File: config.mk
export PLATFORM = sky130hd
export DESIGN_NAME = hazard_control_unit
export DESIGN_NICKNAME = d
export VERILOG_FILES = /design/src/rtl/hazard_pkg.sv /design/src/rtl/hazard_control_unit_reg_match.sv /design/src/rtl/hazard_control_unit.sv
export SDC_FILE = /design/constraint.sdc
export NUM_CORES = 1
export LEC_CHECK = 0
export CAP_MARGIN = 30
export CORE_MARGIN = 2
export CORE_UTILIZATION = 40
export DETAILED_ROUTE_END_ITERATION = 8
export PLACE_DENSITY = 0.71
export SLEW_MARGIN = 10
export SYNTH_ARGS = -nofsm -noshare
export SYNTH_HDL_FRONTEND = slang
export SYNTH_SLANG_ARGS = --single-unit
File: constraint.sdc
create_clock -name clk -period 4.39 [get_ports clk]
set_clock_uncertainty 0.2 [all_clocks]
set_input_delay 0.878 -clock clk [delete_from_list [all_inputs] [get_ports clk]]
set_output_delay 0.878 -clock clk [all_outputs]
set_load 0.05 [all_outputs]
File: src/rtl/hazard_pkg.sv
// Shared types and sizing for the pipeline hazard control unit.
package hazard_pkg;

  localparam int unsigned REG_W    = 5;
  localparam int unsigned CNT_W    = 16;
  localparam int unsigned ZERO_REG = 0;

  typedef enum logic {
    RUN   = 1'b0,
    STALL = 1'b1
  } state_t;

endpackage

File: src/rtl/hazard_control_unit_reg_match.sv
// Register-specifier compare that treats the hard-wired zero register as never matching.
module reg_match
  import hazard_pkg::*;
#(
  parameter int unsigned W = hazard_pkg::REG_W
) (
  input  logic [W-1:0] x,
  input  logic [W-1:0] y,
  output logic         hit
);

  assign hit = (x == y) && (x != W'(ZERO_REG));

endmodule

File: src/rtl/hazard_control_unit.sv
// Load-use / branch-operand stall control and IF/ID flush on redirect, with saturating
// stall and flush counters. Stall and flush decisions act in the same cycle they are detected.
module hazard_control_unit
#(
  parameter int unsigned REG_W = hazard_pkg::REG_W,
  parameter int unsigned CNT_W = hazard_pkg::CNT_W
) (
  input  logic             clk,
  input  logic             rst_n,
  input  logic [REG_W-1:0] IFID_Rs,
  input  logic [REG_W-1:0] IFID_Rt,
  input  logic             IFID_UsesRt,
  input  logic             IFID_Branch,
  input  logic             IDEX_MemRead,
  input  logic             IDEX_RegWrite,
  input  logic [REG_W-1:0] IDEX_Rd,
  input  logic             EXMEM_MemRead,
  input  logic [REG_W-1:0] EXMEM_Rd,
  input  logic             BranchTaken,
  input  logic             Jump,
  output logic             PCWrite,
  output logic             IFID_Write,
  output logic             IDEX_Bubble,
  output logic             IFID_Flush,
  output logic [CNT_W-1:0] StallCount,
  output logic [CNT_W-1:0] FlushCount
);
  import hazard_pkg::*;

  logic rs_ex_hit, rt_ex_hit, rs_mem_hit, rt_mem_hit;

  reg_match #(.W(REG_W)) u_rs_ex  (.x(IDEX_Rd),  .y(IFID_Rs), .hit(rs_ex_hit));
  reg_match #(.W(REG_W)) u_rt_ex  (.x(IDEX_Rd),  .y(IFID_Rt), .hit(rt_ex_hit));
  reg_match #(.W(REG_W)) u_rs_mem (.x(EXMEM_Rd), .y(IFID_Rs), .hit(rs_mem_hit));
  reg_match #(.W(REG_W)) u_rt_mem (.x(EXMEM_Rd), .y(IFID_Rt), .hit(rt_mem_hit));

  logic ex_dep, mem_dep;
  logic load_use, br_alu, br_load, br_mem, stall_cond;

  assign ex_dep     = rs_ex_hit  || (IFID_UsesRt && rt_ex_hit);
  assign mem_dep    = rs_mem_hit || (IFID_UsesRt && rt_mem_hit);
  assign load_use   = IDEX_MemRead && ex_dep;
  assign br_alu     = IFID_Branch && IDEX_RegWrite && !IDEX_MemRead && ex_dep;
  assign br_load    = IFID_Branch && load_use;
  assign br_mem     = IFID_Branch && EXMEM_MemRead && mem_dep;
  assign stall_cond = load_use || br_alu || br_mem;

  state_t     state_q, state_d;
  logic [1:0] rem_q, rem_d;
  logic       stall, flush;

  // Next state and same-cycle pipeline controls; reset forces the free-running values.
  always_comb begin
    state_d     = state_q;
    rem_d       = rem_q;
    stall       = 1'b0;
    flush       = 1'b0;
    PCWrite     = 1'b1;
    IFID_Write  = 1'b1;
    IDEX_Bubble = 1'b0;
    IFID_Flush  = 1'b0;
    unique case (state_q)
      RUN: begin
        if (stall_cond) begin
          stall   = 1'b1;
          rem_d   = br_load ? 2'd1 : 2'd0;
          state_d = (rem_d != 2'd0) ? STALL : RUN;
        end else if (BranchTaken || Jump) begin
          flush = 1'b1;
        end
      end
      STALL: begin
        stall   = 1'b1;
        rem_d   = rem_q - 2'd1;
        state_d = (rem_d == 2'd0) ? RUN : STALL;
      end
      default: begin
        state_d = RUN;
        rem_d   = 2'd0;
      end
    endcase
    if (!rst_n) begin
      stall = 1'b0;
      flush = 1'b0;
    end
    if (stall) begin
      PCWrite     = 1'b0;
      IFID_Write  = 1'b0;
      IDEX_Bubble = 1'b1;
    end
    IFID_Flush = flush;
  end

  always_ff @(posedge clk) begin
    if (!rst_n) begin
      state_q    <= RUN;
      rem_q      <= 2'd0;
      StallCount <= '0;
      FlushCount <= '0;
    end else begin
      state_q <= state_d;
      rem_q   <= rem_d;
      if (stall && (StallCount != {CNT_W{1'b1}})) StallCount <= StallCount + CNT_W'(1);
      if (flush && (FlushCount != {CNT_W{1'b1}})) FlushCount <= FlushCount + CNT_W'(1);
    end
  end

endmodule

==> results.json <==
{
  "hold_ws_ps": 292,
  "required_ps": 3310,
  "drv_slew": 0,
  "cp-start-kind": "input pin",
  "synth_seq_cells": 35,
  "place_inst": 357,
  "cts.clk_slew.worst_paths_ps": 70,
  "p_leak_nw": 0.913,
  "grt_setup_unrepaired": "false",
  "slew_headroom": 0.441,
  "drive_gt1_frac": 0.0537,
  "cts_max_level": 2,
  "cap_violations": 0,
  "syn-mean-instance-area_sq_um": 8.46,
  "final_area_sq_mm": 0.00281,
  "ys_warn_count": 0,
  "worstPathArrival_ps": 3110,
  "grtUsageTotal": 0.190,
  "start_util": 0.416,
  "nNetsFinal": 329,
  "wl_per_cell_um": 14.0,
  "min-delay-start": "FlushCount[10]$_SDFFE_PN0P_",
  "synth_cells": 234,
  "p_sw_frac": 0.253,
  "drtAntennaViolNets": 0,
  "internal-power_mw": 0.519,
  "final_util": 0.591,
  "endpoint_kind": "output pin",
  "timing.final.crit_share": 0.954,
  "gp_congestion": 0.857,
  "n_fill_cell": 446,
  "preCtsSetupSlack_ps": 211,
  "num_io_pins": 65,
  "grt_pass1_wl_um": 8170,
  "die_area_sq_mm": 0.00553,
  "port_buffers": 64,
  "area_growth_pct": 42.0,
  "ys_types": 40,
  "cp_max_fo": 5,
  "hold_viol": 0,
  "viasPerCell": 5.49,
  "vias": 2005,
  "r2r_setup_slack_ps": 1700,
  "antenna_found_initial": 0,
  "p_sw_mw": 0.176,
  "dp_hpwl_um": 3720,
  "critPathKind": "input pin to output pin",
  "tns_ps": 0,
  "tightest_slew_ps": 838,
  "core_area_sq_mm": 0.00475,
  "hold-path-endpoint": "FlushCount[10]$_SDFFE_PN0P_",
  "antennaDiodeCount": 0,
  "drcViolationCount": 0,
  "synth_fp_nets": 266,
  "grt_pass1_vias": 1789,
  "die_y_um": 74.3,
  "cts-resized-gates": 0,
  "fin_cells": 365,
  "ys_seq_area_frac": 0.354,
  "clock-sinks": 35,
  "syn-cell-area_sq_mm": 0.00198,
  "seq_area_sq_um": 701,
  "drtIter0Drc": 69,
  "clock_path_buffers": 2,
  "cts_buffers": 5,
  "root_buffer": "clkbuf_8",
  "power_density_mw_per_mm2": 247,
  "multi_input_area_sq_mm": 0.00120,
  "post-route-min-period_ps": 4190,
  "rr_startpoint": "StallCount[4]$_SDFFE_PN0P_",
  "grt_max_degree": 30,
  "cts_setup_buffers": 0,
  "setup_violations": 0,
  "grt_overflow_total": 0,
  "setup_slack_ps": 203,
  "num_rows": 25,
  "worst_r2r_endpoint": "StallCount[5]$_SDFFE_PN0P_",
  "hold_path_depth": 2,
  "clk_latency_ps": 280,
  "cts_tree": "built",
  "wl_um": 5100,
  "p_seq_frac": 0.468,
  "hold_buffers": 0,
  "p_total_mw": 0.694,
  "ir_worst_vdd_mv": 0.210,
  "p_clk_frac": 0.369,
  "fmax_mhz": 239,
  "place_area_sq_mm": 0.00271,
  "rr_worst_depth": 7,
  "drt_first_pass_iters": 4,
  "outcome": "finished clean",
  "dieWidth_um": 74.3,
  "comb_power_share": 0.163,
  "hold_class": "flop to flop"
}
==> state kept, by name (all words and copies together) (netlist names) <==
| signal | count |
|---|---|
| StallCount | 16 |
| FlushCount | 16 |
| state_q | 1 |
| rem_q | 2 |
==> final cells by class <==
class | instances | share of cell area
clock buffer | 8 | 0.0356
timing repair buffer | 67 | 0.250
tap | 67 | 0.0298
inverter | 7 | 0.00935
multi-input combinational | 181 | 0.426
sequential | 35 | 0.249
==> layout by cell type (no fill, tap or decap), types with 3 or more instances in the layout <==
master	synthesis	final
mux2i_1	7	7
o211ai_1	7	7
and3_1	4	4
nand2b_1	6	6
nor2_1	12	12
or4_1	11	11
nand2_1	21	21
buf_12	0	4
ha_1	3	3
nor4_1	4	4
buf_4	1	3
xnor2_1	12	12
xor2_1	11	11
and2_1	3	3
dfxtp_1	35	35
nor3_1	3	3
clkdlybuf4s50_1	0	60
o31ai_1	18	18
clkbuf_8	0	7
nand3_1	13	13
inv_1	7	7
nand4_1	6	6
a21oi_1	16	16
==> how the worst max path moves through the flow <==
stage	slack [ps]	end	cells after the start	startpoint
CTS	210	IDEX_Bubble	9	IDEX_Rd[3]
global route	90	IDEX_Bubble	9	IDEX_Rd[3]
global placement	250	IDEX_Bubble	9	IDEX_Rd[3]
detailed placement	210	IDEX_Bubble	9	IDEX_Rd[3]
finish	200	IDEX_Bubble	9	IDEX_Rd[3]
floorplan	510	IDEX_Bubble	7	IDEX_Rd[3]
==> cell usage after synthesis <==
master,instances,share of area
o31a_1,2,0.0089
a41o_1,1,0.0051
inv_1,7,0.013
nor4_1,4,0.013
and4_1,2,0.0089
or3_1,2,0.0063
o31ai_1,18,0.068
nand2b_1,6,0.019
or4_1,11,0.042
nor3b_1,1,0.0038
or2_2,1,0.0032
buf_6,1,0.0057
a22oi_1,1,0.0038
nor2_1,12,0.023
clkbuf_1,6,0.011
o311a_1,1,0.0051
mux2i_1,7,0.035
xor2_1,11,0.049
dfxtp_1,35,0.35
nor4_2,1,0.0063
ha_1,3,0.019
o21ai_0,1,0.0025
nor3_1,3,0.0076
xnor2_1,12,0.053
nand4_1,6,0.019
nand3_1,13,0.033
and2_1,3,0.0095
a21o_1,1,0.0038
o21ai_1,2,0.0051
o22ai_1,1,0.0032
o311ai_0,2,0.0089
nand2_1,21,0.040
a21oi_1,16,0.040
o211ai_1,7,0.027
o21a_1,2,0.0076
buf_2,3,0.0076
a32oi_1,1,0.0044
buf_4,1,0.0038
and3_1,4,0.013
o41ai_1,2,0.0089
==> power groups by stage <==
stage	Sequential [mW]	Combinational (mW)	Clock, mW
2_1_floorplan	0.340	0.0510	0
3_3_place_gp	0.332	0.112	0
3_5_place_dp	0.332	0.113	0
4_1_cts	0.324	0.114	0.262
5_1_grt	0.325	0.122	0.279
6_report	0.325	0.113	0.256
==> logic make-up (layout without fill, tap and decap cells) <==
group,Yosys count,after routing,synth area share
flops,35,35,0.354
simple gates,90,90,0.246
mux,7,7,0.0354
buf+inv,18,82,0.0417
compound gates,58,58,0.202
xor+xnor,23,23,0.102
fa+ha+maj,3,3,0.0190
==> metal layers <==
| metal | GRT usage | part of all wire | vias to the layer above |
|---|---|---|---|
| li1 | - | - | 999 |
| met1 | 0.245 | 0.47 | 940 |
| met2 | 0.312 | 0.44 | 61 |
| met3 | 0.0556 | 0.077 | 5 |
| met4 | 0.0536 | 0.0094 | 0 |
| met5 | 0 | 0 | - |
==> critical path, cell delays in order <==
cell and delay, ps:
clkdlybuf4s50_1 470, xor2_1 190, nor4_2 280, a32oi_1 170, o31a_1 380, and2_1 210, nand2b_1 250, inv_1 140
buf_12 140
No activity file was read; power rests on OpenSTA's default activity.
